File: src/rtl/dircc_node_mem_reader.sv
// Purpose : Avalon-MM read master on a node memory's 16-bit s2 port; streams a
//           (base, length) burst of halfwords out as one Avalon-ST packet.
// Latency : first beat 3 cycles after command accept, then 1 beat/cycle; done 1 cycle after eop.
// Backpr. : st_ready low stalls issue once buffered + in-flight reads reach FIFO_DEPTH.
//
// Optional feature: define DIRCC_MEM_READER_STATS_EN to count backpressure cycles
// on stall_cycles; otherwise stall_cycles is tied to 0.
//
// Ports:
//   clk, reset_n                     clock (shared with memory), async active-low reset
//   cmd_valid/cmd_ready/addr/len     command handshake: first halfword address, halfword count
//   mem_*                            s2 read master; readdata valid the cycle after chipselect
//   st_valid/ready/data/sop/eop      output packet stream
//   busy, done, stall_cycles         status: command active, completion pulse, stall counter

// Small generic synchronous FIFO with a combinational head (show-ahead) read.
// Latency: 1 cycle write-to-read. Backpressure: writer must respect count; a
// write into a full FIFO is flagged by assertion.
module dircc_node_mem_reader_fifo #(
  parameter  int W     = 16,
  parameter  int DEPTH = 4,
  localparam int PTR_W = $clog2(DEPTH),
  localparam int CNT_W = PTR_W + 1
) (
  input  logic             clk,
  input  logic             reset_n,
  input  logic             wr_vld,
  input  logic [W-1:0]     wr_dat,
  input  logic             rd_rdy,
  output logic             rd_vld,
  output logic [W-1:0]     rd_dat,
  output logic [CNT_W-1:0] count
);
  logic [W-1:0]     store [DEPTH];
  logic [PTR_W-1:0] wr_ptr;
  logic [PTR_W-1:0] rd_ptr;
  logic             pop;

  assign rd_vld = (count != '0);
  assign pop    = rd_vld && rd_rdy;
  assign rd_dat = store[rd_ptr];

  // Storage is reset so the head (and thus st_data) reads 0 out of reset.
  always_ff @(posedge clk or negedge reset_n) begin
    if (!reset_n) begin
      for (int i = 0; i < DEPTH; i++) store[i] <= '0;
      wr_ptr <= '0;
      rd_ptr <= '0;
      count  <= '0;
    end else begin
      if (wr_vld) begin
        store[wr_ptr] <= wr_dat;
        wr_ptr        <= wr_ptr + 1'b1;
      end
      if (pop) rd_ptr <= rd_ptr + 1'b1;
      case ({wr_vld, pop})
        2'b10:   count <= count + 1'b1;
        2'b01:   count <= count - 1'b1;
        default: count <= count;
      endcase
    end
  end

  a_no_overflow: assert property (@(posedge clk) disable iff (!reset_n)
    !(wr_vld && (count == CNT_W'(DEPTH))));
endmodule

module dircc_node_mem_reader #(
  parameter int ADDR_W     = 15,
  parameter int MEM_WORDS  = 20480,
  parameter int LEN_W      = 16,
  parameter int FIFO_DEPTH = 4
) (
  input  logic              clk,
  input  logic              reset_n,
  input  logic              cmd_valid,
  output logic              cmd_ready,
  input  logic [ADDR_W-1:0] cmd_addr,
  input  logic [LEN_W-1:0]  cmd_len,
  output logic [ADDR_W-1:0] mem_address,
  output logic              mem_chipselect,
  output logic              mem_write,
  output logic [1:0]        mem_byteenable,
  output logic              mem_clken,
  input  logic [15:0]       mem_readdata,
  output logic              st_valid,
  input  logic              st_ready,
  output logic [15:0]       st_data,
  output logic              st_sop,
  output logic              st_eop,
  output logic              busy,
  output logic              done,
  output logic [31:0]       stall_cycles
);
  localparam int CNT_W = $clog2(FIFO_DEPTH) + 1;

  typedef enum logic [1:0] {IDLE, ISSUE, DRAIN} state_t;

  state_t             state;
  logic [ADDR_W-1:0]  cur;
  logic [ADDR_W-1:0]  cur_nxt;
  logic [LEN_W-1:0]   remaining;   // reads still to issue
  logic [LEN_W-1:0]   beats_left;  // beats still to hand downstream
  logic               first_sent;  // first beat of this command already accepted
  logic               inflight;    // a read was issued last cycle; data lands now
  logic [CNT_W-1:0]   fifo_count;
  logic [CNT_W-1:0]   credit;
  logic               issue;
  logic               accept;
  logic               beat;

  assign mem_write      = 1'b0;
  assign mem_byteenable = 2'b11;
  assign mem_clken      = 1'b1;

  // Credit uses the registered occupancy only, so a beat accepted this cycle
  // frees its slot for issue on the following cycle.
  assign credit  = fifo_count + CNT_W'(inflight);
  assign issue   = (state == ISSUE) && (credit < CNT_W'(FIFO_DEPTH));
  assign accept  = cmd_valid && cmd_ready;
  assign beat    = st_valid && st_ready;
  assign cur_nxt = (cur == ADDR_W'(MEM_WORDS - 1)) ? '0 : cur + 1'b1;

  assign mem_chipselect = issue;
  assign mem_address    = cur;
  assign busy           = (state != IDLE);
  assign st_sop         = st_valid && !first_sent;
  assign st_eop         = st_valid && (beats_left == LEN_W'(1));

  dircc_node_mem_reader_fifo #(.W(16), .DEPTH(FIFO_DEPTH)) u_fifo (
    .clk     (clk),
    .reset_n (reset_n),
    .wr_vld  (inflight),
    .wr_dat  (mem_readdata),
    .rd_rdy  (st_ready),
    .rd_vld  (st_valid),
    .rd_dat  (st_data),
    .count   (fifo_count)
  );

  // cmd_ready is a register so it stays low through reset and the done cycle,
  // rising on the edge after either.
  always_ff @(posedge clk or negedge reset_n) begin
    if (!reset_n) begin
      state      <= IDLE;
      cmd_ready  <= 1'b0;
      done       <= 1'b0;
      cur        <= '0;
      remaining  <= '0;
      beats_left <= '0;
      first_sent <= 1'b0;
      inflight   <= 1'b0;
    end else begin
      inflight <= issue;
      done     <= 1'b0;
      if (beat) begin
        first_sent <= 1'b1;
        beats_left <= beats_left - 1'b1;
      end
      case (state)
        IDLE: begin
          if (accept) begin
            cmd_ready  <= 1'b0;
            cur        <= cmd_addr;
            remaining  <= cmd_len;
            beats_left <= cmd_len;
            first_sent <= 1'b0;
            if (cmd_len == '0) done  <= 1'b1;
            else               state <= ISSUE;
          end else begin
            cmd_ready <= 1'b1;
          end
        end
        ISSUE: begin
          if (issue) begin
            cur       <= cur_nxt;
            remaining <= remaining - 1'b1;
            if (remaining == LEN_W'(1)) state <= DRAIN;
          end
        end
        DRAIN: begin
          if (beat && st_eop) begin
            done  <= 1'b1;
            state <= IDLE;
          end
        end
        default: state <= IDLE;
      endcase
    end
  end

`ifdef DIRCC_MEM_READER_STATS_EN
  logic [31:0] stall_q;

  always_ff @(posedge clk or negedge reset_n) begin
    if (!reset_n)                                     stall_q <= '0;
    else if (accept)                                  stall_q <= '0;
    else if (st_valid && !st_ready && stall_q != '1)  stall_q <= stall_q + 1'b1;
  end

  assign stall_cycles = stall_q;
`else
  assign stall_cycles = '0;
`endif
endmodule

File: config.mk
export PLATFORM = sky130hd
export DESIGN_NAME = dircc_node_mem_reader
export DESIGN_NICKNAME = d
export VERILOG_FILES = /design/src/rtl/dircc_node_mem_reader.sv
export SDC_FILE = /design/constraint.sdc
export NUM_CORES = 1
export LEC_CHECK = 0
export CAP_MARGIN = 20
export CORE_ASPECT_RATIO = 1.2
export CORE_MARGIN = 2
export CORE_UTILIZATION = 30
export CTS_CLUSTER_SIZE = 30
export DETAILED_ROUTE_END_ITERATION = 8
export MAX_ROUTING_LAYER = met4
export SLEW_MARGIN = 20
export SYNTH_ARGS = -nofsm -noshare
export SYNTH_HDL_FRONTEND = slang
export SYNTH_SLANG_ARGS = --single-unit
File: constraint.sdc
create_clock -name clk -period 3.4 [get_ports clk]
set_input_delay 0.51 -clock clk [delete_from_list [all_inputs] [get_ports clk]]
set_output_delay 0.51 -clock clk [all_outputs]
set_load 0.005 [all_outputs]
**Word level (Yosys, flattened, before mapping)**

Index checks and enable logic that the tools add are counted.

- Output and inout bits: 74
- Input port bits: 51
- Register bits after elaboration: 124

- Mux-type cells: 31
- Reduce and logical (&&, ||, !) cells: 16
- Order comparisons: 4
- Bitwise operators: 2
- Add/subtract/negate cells: 8
- Equality and inequality tests: 12

Operators by type and width:

| kind | number |
|---|---|
| 2-to-1 mux 16 bit | 8 |
| bitwise mux 64 bit | 1 |
| 2-to-1 mux 15 bit | 3 |
| binary-select mux 16 bit (select 2 bit) | 1 |
| demux 16 bit (select 2 bit) | 1 |
| == test 16 x 1 -> 1 bit (second input constant) | 2 |
| one-hot mux 16 bit (2 select lines) | 1 |
| subtractor 16 x 1 -> 16 bit (second input constant) | 2 |
| one-hot mux 15 bit (2 select lines) | 1 |
| zero test 16 bit | 1 |
| adder 15 x 1 -> 15 bit (second input constant) | 1 |
| == test 15 bit (second input constant) | 1 |
| 2-to-1 mux 2 bit | 5 |
| inequality test 2 bit (second input constant) | 4 |
| logical AND 1 bit | 7 |
| 2-to-1 mux 1 bit | 7 |
| greater-or-equal comparator 3 bit (second input constant) | 2 |
| NOT 2 -> 3 bit | 2 |
| one-hot mux 2 bit (3 select lines) | 1 |
| one-hot mux 3 bit (2 select lines) | 1 |
| nonzero test 2 bit | 3 |
| AND reduction 5 bit | 1 |
| adder 2 x 1 -> 2 bit (second input constant) | 2 |
| == test 2 x 1 -> 1 bit (second input constant) | 2 |
| 12 further kinds | 13 |

**Logic depth before layout (Yosys ltp)**

Gate-level depths: netlist (run 1).

- Word-level depth: 6
- Mapped depth: 9
- Gate-level depth less buffers: 8

**By module**

From an unflattened synthesis (run 1), not the netlist that was laid out.

- Cells, all modules: 596
- Area, all modules: 6,766.5 µm²

By module, submodules not included:

| module | sequential area each (µm²) | times used | cells an instance | area an instance (µm²) |
|---|---|---|---|---|
| dircc_node_mem_reader | 1,326.3 | 1 | 407 | 3,390.8 |
| dircc_node_mem_reader_fifo | 1,776.7 | 1 | 189 | 3,375.7 |

**Worst setup path before layout (run 1)**

No wires, ideal clock.

- Path type: reg-to-output
- Start: register u_fifo.rd_ptr[0]
- End: output st_data[10]
- Arrival: 1.653 ns
- Path slack: 1.237 ns
- Cell stages (with the launch flop): 4
- Cells stage by stage: dfrtp_1 > clkbuf_1 > buf_2 > mux4_2

- Cells in the longest elaborated chain, start to end: 4

Ends and longest elaborated chain:

| item | line | text |
|---|---|---|
| from (decl) | 36 | `logic [PTR_W-1:0] rd_ptr;` |
| from (signal assigned) | 55 | `if (pop) rd_ptr <= rd_ptr + 1'b1;` |
| NOT 2 -> 3 bit (not written as such) | 41 | `assign rd_dat = store[rd_ptr];` |
| binary-select mux 16 bit (select 2 bit) | 41 |  |
| 2-to-1 mux 16 bit (not written as such) (2 in a row) | 41 |  |
| to (decl) | 88 | `output logic [15:0] st_data,` |

Every way passes these cells. The select of a mux whose other input is x is not followed.

**Worst setup path in the final report (run 1)**

- Start: register beats_left[10]
- End: output st_eop

- Cells in the longest elaborated chain, start to end: 2

Ends and longest elaborated chain:

| item | line | text |
|---|---|---|
| from (decl) | 103 | `logic [LEN_W-1:0] beats_left;` |
| from (signal assigned) | 158 | `beats_left <= beats_left - 1'b1;` |
| from (signal assigned) | 166 | `beats_left <= cmd_len;` |
| == test 16 x 1 -> 1 bit | 128 | `assign st_eop = st_valid && (beats_left == LEN_W'(1));` |
| logical AND 1 bit | 128 |  |
| to (decl) | 90 | `output logic st_eop,` |

Every way passes these cells.

==> results of run 1 <==
cells by family (layout without fill, tap and decap cells):
logic type	Yosys count	count (layout)	synth area share [%]
other cells	2	36	0.116
buf+inv	79	145	7.08
flops	124	124	47.8
simple gates	154	154	11.7
mux	81	81	16.8
xor+xnor	21	21	2.84
compound gates	119	119	11.3
fa+ha+maj	11	11	2.24
layout by cell type (no fill, tap or decap), types with 8 or more instances in the layout:
cell                              synthesis  layout
sky130_fd_sc_hd__conb_1                   2      36
sky130_fd_sc_hd__buf_4                   36       9
sky130_fd_sc_hd__xnor2_1                 13      13
sky130_fd_sc_hd__o21ai_0                 39      39
sky130_fd_sc_hd__dfrtp_1                124     124
sky130_fd_sc_hd__mux4_2                  16      16
sky130_fd_sc_hd__xor2_1                   8       8
sky130_fd_sc_hd__clkbuf_16                0      17
sky130_fd_sc_hd__mux2_2                  64      64
sky130_fd_sc_hd__nand2_1                 50      50
sky130_fd_sc_hd__nor3_1                  12      12
sky130_fd_sc_hd__a21oi_1                 30      30
sky130_fd_sc_hd__inv_1                   16      16
sky130_fd_sc_hd__ha_1                    10      10
sky130_fd_sc_hd__nor4_1                  13      13
sky130_fd_sc_hd__clkdlybuf4s50_1          0      87
sky130_fd_sc_hd__nor2_1                  37      37
per-stage QoR:
stage | utilization [%] | setup slack [ns] | instances | instance area (um2)
detailed placement | 35.6 | 0.757 | 929 | 7510
global route | 38.3 | 0.237 | 961 | 8100
finish | 38.3 | 0.371 | 961 | 8100
global placement | 35.6 | 0.721 | 929 | 7510
CTS | 38.3 | 0.308 | 961 | 8100
floorplan | - | 1.24 | 625 | 6610
area by class of cell:
| type | instances | area [um2] |
|---|---|---|
| fill | 2078 | 13000 |
| tap | 270 | 338 |
| sequential | 124 | 3100 |
| multi-input combinational | 422 | 3050 |
| clock buffer | 19 | 443 |
| clock inverter | 13 | 141 |
| timing repair buffer | 97 | 958 |
| inverter | 16 | 60.1 |
worst register-to-register path, cell delays in order (launching register included):
cell and delay, ns:
sky130_fd_sc_hd__dfrtp_1 0.44, sky130_fd_sc_hd__o31ai_2 0.68, sky130_fd_sc_hd__inv_1 0.17, sky130_fd_sc_hd__ha_1 0.26
sky130_fd_sc_hd__inv_1 0.07, sky130_fd_sc_hd__fa_1 0.19, sky130_fd_sc_hd__xor2_1 0.18, sky130_fd_sc_hd__nor2_1 0.07
sky130_fd_sc_hd__xor2_1 0.13
synth_stat cells (all sizes together) (3+ instances only):
master | instances | share of area [%]
a22oi | 5 | 0.58
and3 | 4 | 0.39
or2 | 3 | 0.29
nand4 | 3 | 0.29
or3 | 3 | 0.31
nand2b | 5 | 0.48
a21oi | 30 | 2.3
nor2b | 4 | 0.39
o21ai | 42 | 3.2
o31ai | 3 | 0.42
clkbuf | 20 | 1.2
o22a | 3 | 0.41
nor3 | 14 | 1.2
xnor2 | 13 | 1.8
dfrtp | 124 | 48
o22ai | 7 | 0.68
mux2 | 64 | 11
nand2 | 50 | 2.9
inv | 16 | 0.93
nor2 | 38 | 2.2
a21o | 3 | 0.35
a22o | 4 | 0.54
or4 | 5 | 0.69
a31oi | 4 | 0.39
nor4 | 13 | 1.3
mux4 | 16 | 5.6
buf | 42 | 4.8
o2bb2ai | 3 | 0.41
xor2 | 8 | 1.1
ha | 10 | 1.9
nand3 | 5 | 0.39
sequential cells by signal, indices dropped and copies added (netlist names):
register and flops:
inflight 1, u_fifo.wr_ptr 2, state 2, u_fifo.count 3, u_fifo.store 64, first_sent 1, cmd_ready 1, u_fifo.rd_ptr 2
beats_left 16, done 1, mem_address 15, remaining 16
power groups by stage:
stage	logic (mW)	registers (mW)	clock network, mW
2_1_floorplan	2.25	2.64	0
3_3_place_gp	3.25	2.83	0
3_5_place_dp	3.30	2.84	0
4_1_cts	3.31	2.82	1.82
5_1_grt	3.61	2.93	1.90
6_report	3.26	2.83	1.78
final timing paths:
path / depth (start not counted) / endpoint / slack, ns / startpoint
min in group clk: 1 / u_fifo.store[28] / 0.50 / u_fifo.store[28]
max: 5 / st_eop / 0.37 / beats_left[10]
max in group asynchronous: 2 / u_fifo.store[56] / 2.46 / reset_n
min reg2reg: 1 / u_fifo.store[28] / 0.50 / u_fifo.store[28]
max reg2reg: 8 / u_fifo.count[2] / 1.09 / u_fifo.count[1]
min: 1 / u_fifo.store[52] / 0.07 / reset_n
metal layers:
metal / GRT usage [%] / part of all wire (%) / up-vias
li1: - / - / 2255
met1: 16.3 / 45 / 2303
met2: 22.5 / 49 / 121
met3: 3.78 / 4.7 / 19
met4: 4.08 / 1.4 / 0
met5: - / 0 / -
==> summary.json, run 1 <==
{
  "hold_buffers": {"value": 0},
  "worst-slew-pin-transition": {"value": 0.857, "unit": "ns"},
  "grt.overflow.total": {"value": 0},
  "finalCritPeriodShare": {"value": 89.1, "unit": "%"},
  "internal-power": {"value": 5.19, "unit": "mW"},
  "yosys_warnings": {"value": 0},
  "netSwitchingFraction": {"value": 34.0, "unit": "%"},
  "postCtsResizedCells": {"value": 0},
  "timing.hold.ws": {"value": 0.0714, "unit": "ns"},
  "setup_tns": {"value": 0, "unit": "ns"},
  "coreArea": {"value": 21100, "unit": "um2"},
  "crit_path_max_incr_delay": {"value": 0.57, "unit": "ns"},
  "design_power_total": {"value": 7.86, "unit": "mW"},
  "fp.dieW": {"value": 138, "unit": "um"},
  "clock-root-buffer": {"value": "sky130_fd_sc_hd__clkbuf_16"},
  "synth-edff-count": {"value": 0},
  "grt_setup_unrepaired": {"value": "false"},
  "clockPowerShare": {"value": 22.6, "unit": "%"},
  "part_of_the_yosys_area_used_for_sequential_elements": {"value": 47.8, "unit": "%"},
  "synth_area": {"value": 6490, "unit": "um2"},
  "critPathTopFamily": {"value": "simple AND/OR/NAND/NOR gates"},
  "netSwitchingPower": {"value": 2.67, "unit": "mW"},
  "power.combinational.fraction": {"value": 41.5, "unit": "%"},
  "drc": {"value": 0},
  "finalHoldViolations": {"value": 0},
  "route.final.wire_length": {"value": 14600, "unit": "um"},
  "grt_antenna_before_repair": {"value": 0},
  "areaGrowthSynthToFinish": {"value": 24.8, "unit": "%"},
  "outcome": {"value": "completed"},
  "floorplan.initialDensity": {"value": 30.7, "unit": "%"},
  "gr-usage-all-layers": {"value": 13.6, "unit": "%"},
  "routedWlPerCell": {"value": 15.2, "unit": "um"},
  "grt_first_pass_wirelength": {"value": 24000, "unit": "um"},
  "powerDensity": {"value": 971, "unit": "nW/um2"},
  "ioPinCount": {"value": 125},
  "critical_path.cell_chain": {"value": "or4_1, nor4_1, buf_4, and3_1, clkdlybuf4s50_1"},
  "critical_path_peak_fanout": {"value": 4},
  "dr_total_vias": {"value": 4698},
  "clk_pin_slew": {"value": 0.06, "unit": "ns"},
  "peakVddDrop": {"value": 628, "unit": "uV"},
  "critPathCaptureType": {"value": "primary output"},
  "drt_first_pass_iters": {"value": 5},
  "clock_tree_from_tritoncts": {"value": "done"},
  "dieArea": {"value": 22800, "unit": "um2"},
  "drive_gt1_share": {"value": 19.1, "unit": "%"},
  "cap_viol_max_count": {"value": 0},
  "power.share.sequential": {"value": 35.9, "unit": "%"},
  "drt-vias-per-instance": {"value": 4.89},
  "hpwl": {"value": 9940, "unit": "um"},
  "holdCritPathClass": {"value": "in -> async"},
  "nNetsFinal": {"value": 740},
  "finalWorstPathRequiredPeriod": {"value": 3.03, "unit": "ns"},
  "timing.critical_path.arrival": {"value": 2.52, "unit": "ns"},
  "achievable-frequency": {"value": 330, "unit": "MHz"},
  "ffs_latches_synth": {"value": 124},
  "worst_setup_path_start_kind": {"value": "flip-flop"},
  "cp.required": {"value": 2.89, "unit": "ns"},
  "worst-setup-path-type": {"value": "reg -> out"},
  "finalMaxSlewViolations": {"value": 0},
  "first_iter_violations": {"value": 182},
  "ctsHtreeMaxLevel": {"value": 4},
  "grt_max_degree": {"value": 84},
  "cts-buffers-inserted": {"value": 17},
  "slew_headroom": {"value": 42.9, "unit": "%"},
  "synth_cell_types": {"value": 58},
  "vert_die_dim": {"value": 165, "unit": "um"},
  "critPathBufInv": {"value": 2},
  "antenna_cells": {"value": 0},
  "port_buffers": {"value": 88},
  "rows": {"value": 58},
  "finalClockSkew": {"value": 0.00809, "unit": "ns"},
  "antenna_left": {"value": 0},
  "postCtsSetupBuffers": {"value": 0},
  "clkSinkCount": {"value": 124},
  "crit_path_top_delay_cell": {"value": "sky130_fd_sc_hd__or4_1"},
  "worst_skew_pair.late_latency": {"value": 0.42, "unit": "ns"},
  "finalSetupViolations": {"value": 0},
  "synth_flop_cell": {"value": "sky130_fd_sc_hd__dfrtp_1"},
  "post_synth.cell_area_avg": {"value": 11.0, "unit": "um2"},
  "first_global_vias": {"value": 4645},
  "asyncSetResetFlopFracSynth": {"value": 100, "unit": "%"},
  "gpl.final_weighted_congestion": {"value": 0.834},
  "synthesis.instances": {"value": 591},
  "leakagePower": {"value": 3.28, "unit": "nW"},
  "clk_path_buf_depth": {"value": 2}
}
No activity file was read; power rests on OpenSTA's default activity.
==> run 2, diff against run 1 <==
==> constraint.sdc (replaced) <==
create_clock -name clk -period 3.4 [get_ports clk]
set_input_delay 0.34 -clock clk [delete_from_list [all_inputs] [get_ports clk]]
set_output_delay 0.34 -clock clk [all_outputs]
set_load 0.005 [all_outputs]
==> run 2 against run 1 <==
Against the previous run:
- setup slack improved by 0.15 ns
- combinational power about the same
- sequential power about the same
- first-iteration DRC count increased by 53%
- cell count decreased by 0.21%
- largest power group unchanged
- largest cell class unchanged
- critical path type unchanged
- global-route usage increased by 0.41 points
==> summary.json, run 2 (synthesized netlist as in run 1, its figures left out) <==
{
  "outcome": {"value": "completed"},
  "grt_antenna_before_repair": {"value": 0, "change": "unchanged"},
  "route.final.wire_length": {"value": 14700, "unit": "um", "change": "+0.30%"},
  "coreArea": {"value": 21100, "unit": "um2", "change": "unchanged"},
  "finalMaxSlewViolations": {"value": 0, "change": "unchanged"},
  "final-seq-area": {"value": 3100, "unit": "um2", "change": "unchanged"},
  "gpl.final_weighted_congestion": {"value": 0.838, "change": "+0.44%"},
  "clock-root-buffer": {"value": "sky130_fd_sc_hd__clkbuf_16"},
  "leakagePower": {"value": 3.27, "unit": "nW", "change": "-0.11%"},
  "dr_total_vias": {"value": 4693, "change": "-0.11%"},
  "port_buffers": {"value": 88, "change": "unchanged"},
  "worst_skew_pair.late_latency": {"value": 0.41, "unit": "ns", "change": "about the same"},
  "finalCoreUtilization": {"value": 38.4, "unit": "%", "change": "about the same"},
  "slew_headroom": {"value": 43.4, "unit": "%", "change": "+0.47 points"},
  "grt.overflow.total": {"value": 0, "change": "unchanged"},
  "mostFrequentLayoutCell": {"value": "sky130_fd_sc_hd__dfrtp_1"},
  "postCtsResizedCells": {"value": 0, "change": "unchanged"},
  "grt_first_pass_wirelength": {"value": 24400, "unit": "um", "change": "+2.0%"},
  "clk_pin_slew": {"value": 0.06, "unit": "ns", "change": "about the same"},
  "antenna_cells": {"value": 0, "change": "unchanged"},
  "clk_path_buf_depth": {"value": 2, "change": "unchanged"},
  "nFillCells": {"value": 2073, "change": "-0.24%"},
  "grt_setup_unrepaired": {"value": "false"},
  "cap_viol_max_count": {"value": 0, "change": "unchanged"},
  "nNetsFinal": {"value": 739, "change": "-0.14%"},
  "ctsHtreeMaxLevel": {"value": 4, "change": "unchanged"},
  "critical_path_peak_fanout": {"value": 4, "change": "unchanged"},
  "worst-slew-pin-transition": {"value": 0.847, "unit": "ns", "change": "-0.00906 ns"},
  "peakVddDrop": {"value": 569, "unit": "uV", "change": "-9.3%"},
  "drive_gt1_share": {"value": 19.0, "unit": "%", "change": "-0.090 points"},
  "routedWlPerCell": {"value": 15.3, "unit": "um", "change": "+0.51%"},
  "cts-buffers-inserted": {"value": 17, "change": "unchanged"},
  "vert_die_dim": {"value": 165, "unit": "um", "change": "unchanged"},
  "registers.top_by_ff_count": {"value": "u_fifo.store"},
  "grt_max_degree": {"value": 125, "change": "+49%"},
  "first_global_vias": {"value": 4646, "change": "+0.022%"},
  "worst_setup_path_start_kind": {"value": "flip-flop"},
  "fp.dieW": {"value": 138, "unit": "um", "change": "unchanged"},
  "clkSinkCount": {"value": 124, "change": "unchanged"},
  "timing.critical_path.arrival": {"value": 2.53, "unit": "ns", "change": "about the same"},
  "hpwl": {"value": 9940, "unit": "um", "change": "about the same"},
  "finalCritPeriodShare": {"value": 84.5, "unit": "%", "change": "-4.6 points"},
  "clock_tree_from_tritoncts": {"value": "done"},
  "multi_input_area": {"value": 3050, "unit": "um2", "change": "unchanged"},
  "drt_first_pass_iters": {"value": 4, "change": "-1"},
  "dpl_worst_slack": {"value": 0.911, "unit": "ns", "change": "+0.154 ns"},
  "finalWorstPathRequiredPeriod": {"value": 2.87, "unit": "ns", "change": "-0.155 ns"},
  "rows": {"value": 58, "change": "unchanged"},
  "achievable-frequency": {"value": 348, "unit": "MHz", "change": "+5.4%"},
  "ioPinCount": {"value": 125, "change": "unchanged"},
  "dieArea": {"value": 22800, "unit": "um2", "change": "unchanged"},
  "worst_path_setup_slack_after_routing": {"value": 0.526, "unit": "ns", "change": "+0.155 ns"},
  "r2r_cells": {"value": 6, "change": "-2"},
  "worst-setup-path-type": {"value": "reg -> out"},
  "finalSetupViolations": {"value": 0, "change": "unchanged"},
  "powerDensity": {"value": 973, "unit": "nW/um2", "change": "+0.22%"},
  "gr-usage-all-layers": {"value": 14.0, "unit": "%", "change": "+0.41 points"},
  "first_iter_violations": {"value": 279, "change": "+53%"},
  "largest_reg_flops": {"value": 64, "change": "unchanged"},
  "areaGrowthSynthToFinish": {"value": 24.9, "unit": "%", "change": "about the same"},
  "finalHoldViolations": {"value": 0, "change": "unchanged"},
  "drc": {"value": 0, "change": "unchanged"},
  "layout.cells.most_common_list": {"value": "124 x sky130_fd_sc_hd__dfrtp_1, 87 x sky130_fd_sc_hd__clkdlybuf4s50_1, 64 x sky130_fd_sc_hd__mux2_2"},
  "drt-vias-per-instance": {"value": 4.89, "change": "+0.10%"},
  "postCtsSetupBuffers": {"value": 0, "change": "unchanged"},
  "antenna_left": {"value": 0, "change": "unchanged"},
  "critPathCaptureType": {"value": "primary output"},
  "holdCritPathClass": {"value": "in -> async"},
  "floorplan.initialDensity": {"value": 30.7, "unit": "%", "change": "unchanged"},
  "hold_buffers": {"value": 0, "change": "unchanged"},
  "cp.required": {"value": 3.06, "unit": "ns", "change": "+0.17 ns"},
  "top_regs": {"value": "u_fifo.store: 64 flops, beats_left: 16 flops, remaining: 16 flops"},
  "setup_tns": {"value": 0, "unit": "ns", "change": "unchanged"},
  "finalClockSkew": {"value": 0.0113, "unit": "ns", "change": "+0.00324 ns"}
}
run 2: cell types whose count changed in the layout (fill, tap and decap cells not counted):
cell / before / now
sky130_fd_sc_hd__buf_4: 9 / 8
sky130_fd_sc_hd__clkbuf_1: 1 / 0
sky130_fd_sc_hd__clkbuf_8: 1 / 2
sky130_fd_sc_hd__clkinv_2: 3 / 1
sky130_fd_sc_hd__clkinv_4: 2 / 4
sky130_fd_sc_hd__inv_6: 3 / 2
run 2: layer usage:
metal	GRT usage (%)	vias to the layer above	share of wire [%]
met2	23.5	128	51
met1	16.5	2311	44
met4	3.57	0	0.56
met3	4.30	6	5.0
li1	-	2248	-
met5	-	-	0
run 2: critical path, stage by stage (launching register included):
cell and delay, ns:
sky130_fd_sc_hd__dfrtp_1 0.42, sky130_fd_sc_hd__or4_1 0.57, sky130_fd_sc_hd__nor4_1 0.31, sky130_fd_sc_hd__buf_4 0.18, sky130_fd_sc_hd__and3_1 0.13, sky130_fd_sc_hd__clkdlybuf4s50_1 0.51
run 2: metrics by stage:
| step | cell area (um2) | hold WS (ns) | std cells | power, mW |
|---|---|---|---|---|
| 4_1_cts | 8100 | 0.0625 | 959 | 7.99 |
| 6_report | 8100 | 0.00312 | 959 | 7.88 |
| 5_1_grt | 8100 | 0.0588 | 959 | 8.50 |
| 3_3_place_gp | 7510 | 0.478 | 928 | 6.08 |
| 3_5_place_dp | 7510 | 0.480 | 928 | 6.15 |
| 2_1_floorplan | 6610 | 0.0444 | 625 | 4.89 |
run 2: final timing paths:
path | start | end | slack (ns)
max | beats_left[10] | st_eop | 0.53
min | reset_n | u_fifo.store[36] | 0.003
max reg2reg | mem_address[0] | mem_address[13] | 0.89
min reg2reg | first_sent | first_sent | 0.50
max in group asynchronous | reset_n | beats_left[10] | 2.86
min in group clk | first_sent | first_sent | 0.50
run 2: final cells by class:
| cell class | count | area share, % |
|---|---|---|
| clock buffers | 19 | 5.59 |
| clock inverters | 12 | 1.73 |
| inverters | 16 | 0.742 |
| multi-input cells | 422 | 37.7 |
| flip-flops and latches | 124 | 38.3 |
| well taps | 270 | 4.17 |
| repair buffers | 96 | 11.7 |
run 2: report_power, final:
part	leakage [nW]	total (mW)	internal (mW)	switching (mW)
clock	0.282	1.79	1.12	0.667
sequential	1.46	2.82	2.22	0.605
combinational	1.53	3.27	1.87	1.40
==> run 3, diff against run 2 <==
==> constraint.sdc (replaced) <==
create_clock -name clk -period 2.35 [get_ports clk]
set_input_delay 0.235 -clock clk [delete_from_list [all_inputs] [get_ports clk]]
set_output_delay 0.235 -clock clk [all_outputs]
set_load 0.005 [all_outputs]
==> run 3 against run 2 <==
Against the previous run:
- count of clock-buffer cells in the layout down 1
- clock skew about the same
- setup slack worse by 0.44 ns
- largest cell class unchanged
- cell count up 2.8%
- critical path depth down 2
- power up 50%
- flip-flop and latch count unchanged
- global-route usage about the same
- final area up 3.3%
- core utilization up 1.3 points
- largest power group unchanged
- critical path type unchanged
- sequential power up 42%
- via count up 0.66%
==> summary.json, run 3 (synthesized netlist as in run 1, its figures left out) <==
{
  "grt_antenna_before_repair": {"value": 0, "change": "unchanged"},
  "dieArea": {"value": 22800, "unit": "um2", "change": "unchanged"},
  "cts-buffers-inserted": {"value": 17, "change": "unchanged"},
  "drt-vias-per-instance": {"value": 4.79, "change": "-2.1%"},
  "worst-setup-path-type": {"value": "reg -> out"},
  "timing.critical_path.arrival": {"value": 2.03, "unit": "ns", "change": "-0.50 ns"},
  "grt.overflow.total": {"value": 0, "change": "unchanged"},
  "dpl_worst_slack": {"value": -0.0160, "unit": "ns", "change": "-0.927 ns"},
  "critical_path.reg2reg.startpoint": {"value": "beats_left[6]"},
  "gpl.final_weighted_congestion": {"value": 0.852, "change": "+1.6%"},
  "critPathTopFamily": {"value": "buffers and inverters"},
  "port_buffers": {"value": 88, "change": "unchanged"},
  "grt_setup_unrepaired": {"value": "false"},
  "rows": {"value": 58, "change": "unchanged"},
  "finalClockSkew": {"value": 0.0116, "unit": "ns", "change": "+0.000306 ns"},
  "antenna_left": {"value": 0, "change": "unchanged"},
  "grt-busiest-layer": {"value": "met2"},
  "registers.top_by_ff_count": {"value": "u_fifo.store"},
  "final-seq-area": {"value": 3100, "unit": "um2", "change": "about the same"},
  "hpwl": {"value": 10700, "unit": "um", "change": "+7.7%"},
  "top_regs": {"value": "u_fifo.store: 64 flops, beats_left: 16 flops, remaining: 16 flops"},
  "nNetsFinal": {"value": 767, "change": "+3.8%"},
  "gr-usage-all-layers": {"value": 14.0, "unit": "%", "change": "about the same"},
  "worst_r2r_endpoint": {"value": "beats_left[11]"},
  "clock_tree_from_tritoncts": {"value": "done"},
  "globalRouteMet1Util": {"value": 16.0, "unit": "%", "change": "-0.44 points"},
  "multi_input_area": {"value": 3080, "unit": "um2", "change": "+0.78%"},
  "worst_path_setup_slack_after_routing": {"value": 0.0830, "unit": "ns", "change": "-0.443 ns"},
  "route.final.wire_length": {"value": 15000, "unit": "um", "change": "+2.3%"},
  "power.share.sequential": {"value": 33.9, "unit": "%", "change": "-1.9 points"},
  "dr_total_vias": {"value": 4724, "change": "+0.66%"},
  "netSwitchingPower": {"value": 3.91, "unit": "mW", "change": "+46%"},
  "fraction_of_met3_tracks_used_by_global_routing": {"value": 4.87, "unit": "%", "change": "+0.58 points"},
  "setup_tns": {"value": 0, "unit": "ns", "change": "unchanged"},
  "netSwitchingFraction": {"value": 33.2, "unit": "%", "change": "-0.72 points"},
  "drt_first_pass_iters": {"value": 4, "change": "unchanged"},
  "internal-power": {"value": 7.87, "unit": "mW", "change": "+51%"},
  "critical_path.cell_chain": {"value": "clkbuf_16, mux4_2, clkdlybuf4s50_1"},
  "vert_die_dim": {"value": 165, "unit": "um", "change": "unchanged"},
  "clock-root-buffer": {"value": "sky130_fd_sc_hd__clkbuf_16"},
  "critPathCaptureType": {"value": "primary output"},
  "clockPowerShare": {"value": 22.0, "unit": "%", "change": "-0.7 points"},
  "mostFrequentLayoutCell": {"value": "sky130_fd_sc_hd__dfrtp_1"},
  "cp.required": {"value": 2.12, "unit": "ns", "change": "-0.94 ns"},
  "finalWorstPathRequiredPeriod": {"value": 2.27, "unit": "ns"},
  "nFillCells": {"value": 2082, "change": "+0.43%"},
  "ctsHtreeMaxLevel": {"value": 4, "change": "unchanged"},
  "finalCoreUtilization": {"value": 39.6, "unit": "%", "change": "+1.3 points"},
  "grt_first_pass_wirelength": {"value": 24700, "unit": "um", "change": "+0.96%"},
  "worst-slew-pin-transition": {"value": 0.615, "unit": "ns", "change": "-0.232 ns"},
  "first_iter_violations": {"value": 177, "change": "-37%"},
  "areaGrowthSynthToFinish": {"value": 29.0, "unit": "%"},
  "worst_skew_pair.late_latency": {"value": 0.41, "unit": "ns", "change": "about the same"},
  "grt_max_degree": {"value": 44, "change": "-65%"},
  "fp.dieW": {"value": 138, "unit": "um", "change": "unchanged"},
  "routedWlPerCell": {"value": 15.2, "unit": "um", "change": "-0.53%"},
  "clk_path_buf_depth": {"value": 2, "change": "unchanged"},
  "finalHoldViolations": {"value": 0, "change": "unchanged"},
  "layout.cells.most_common_list": {"value": "123 x sky130_fd_sc_hd__dfrtp_1, 85 x sky130_fd_sc_hd__clkdlybuf4s50_1, 64 x sky130_fd_sc_hd__mux2_2"},
  "powerDensity": {"value": 1410, "unit": "nW/um2", "change": "+45%"},
  "outcome": {"value": "completed"},
  "power.combinational.fraction": {"value": 44.1, "unit": "%", "change": "+2.6 points"},
  "coreArea": {"value": 21100, "unit": "um2", "change": "unchanged"},
  "antenna_cells": {"value": 0, "change": "unchanged"},
  "floorplan.initialDensity": {"value": 30.7, "unit": "%", "change": "unchanged"},
  "worst_setup_slack_for_register_to_register_paths": {"value": 0.21, "unit": "ns", "change": "-0.68 ns"},
  "worst_setup_path_start_kind": {"value": "flip-flop"},
  "finalMaxSlewViolations": {"value": 0, "change": "unchanged"},
  "finalSetupViolations": {"value": 0, "change": "unchanged"},
  "r2r_cells": {"value": 6, "change": "unchanged"},
  "crit_path_top_delay_cell": {"value": "sky130_fd_sc_hd__mux4_2"},
  "critical_path_peak_fanout": {"value": 8, "change": "+4"},
  "ioPinCount": {"value": 125, "change": "unchanged"},
  "crit_path_max_incr_delay": {"value": 0.51, "unit": "ns", "change": "-0.06 ns"},
  "slew_headroom": {"value": 58.5, "unit": "%", "change": "+15 points"},
  "met2_usage": {"value": 23.8, "unit": "%", "change": "+0.25 points"},
  "finalCritPeriodShare": {"value": 96.5, "unit": "%"},
  "holdCritPathClass": {"value": "in -> async"},
  "critPathBufInv": {"value": 2, "change": "unchanged"},
  "cap_viol_max_count": {"value": 0, "change": "unchanged"},
  "drive_gt1_share": {"value": 22.8, "unit": "%", "change": "+3.8 points"},
  "peakVddDrop": {"value": 674, "unit": "uV", "change": "+18%"},
  "first_global_vias": {"value": 4805, "change": "+3.4%"},
  "clk_pin_slew": {"value": 0.06, "unit": "ns", "change": "about the same"},
  "achievable-frequency": {"value": 441, "unit": "MHz"},
  "drc": {"value": 0, "change": "unchanged"},
  "leakagePower": {"value": 3.42, "unit": "nW", "change": "+4.6%"},
  "largest_reg_flops": {"value": 64, "change": "unchanged"},
  "clkSinkCount": {"value": 124, "change": "unchanged"}
}
==> run 3: cell types whose count changed in the layout (fill, tap and decap cells not counted), moves of 2 or more <==
cell and delta:
sky130_fd_sc_hd__buf_4 +24, sky130_fd_sc_hd__buf_12 +2, sky130_fd_sc_hd__clkinv_4 -3, sky130_fd_sc_hd__inv_6 -2
sky130_fd_sc_hd__clkinv_2 +3, sky130_fd_sc_hd__clkdlybuf4s50_1 -2
==> run 3: per-layer routing <==
metal	part of all wire (%)	wire (um)	up-vias
li1	-	-	2292
met1	43	6410	2314
met2	52	7740	118
met3	5.8	865	0
met4	0	0	0
met5	0	0	-
==> run 3: area by class of cell <==
class | instances | area share [%]
clock buffers | 18 | 5.25
clock inverters | 12 | 1.78
inverters | 16 | 0.718
multi-input cells | 422 | 36.8
flip-flops and latches | 124 | 37.1
well taps | 270 | 4.04
repair buffers | 124 | 14.3
==> run 3: worst max path at each step <==
stage / start / to / slack, ns / cells past startpoint
after floorplan: mem_address[0] / mem_address[13] / 0.26 / 6
final: u_fifo.rd_ptr[0] / st_data[2] / 0.08 / 3
after detailed placement: beats_left[12] / st_eop / -0.02 / 5
after global placement: beats_left[12] / st_eop / -0.005 / 5
after global routing: u_fifo.rd_ptr[0] / st_data[2] / 0.01 / 3
after CTS: beats_left[3] / st_eop / 0.007 / 5
==> run 3: repair_timing <==
action | 4_1_cts | 5_1_grt
hold buffers | 1 | 0
setup endpoints to repair | 2 | 13
hold endpoints to repair | 24 | 0
cloned | 0 | 1
buffers inserted | 2 | 0
resized for setup | 7 | 3
pin swaps | 1 | 1
==> run 3: power groups by stage <==
stage	combinational, mW	sequential (mW)	clock (mW)
after global placement	5.08	3.97	0
after CTS	5.22	3.97	2.67
after floorplan	3.25	3.82	0
after detailed placement	5.18	3.99	0
final	5.19	4.00	2.59
after global routing	5.72	4.17	2.77
==> run 3: through the flow <==
step | cells | total power [mW] | cell area, um2 | hold slack, ns
after floorplan | 625 | 7.07 | 6610 | -0.0606
after detailed placement | 952 | 9.17 | 7710 | 0.126
after global placement | 952 | 9.05 | 7710 | 0.127
after CTS | 985 | 11.9 | 8340 | 0.227
final | 986 | 11.8 | 8370 | 0.240
after global routing | 986 | 12.7 | 8370 | 0.244
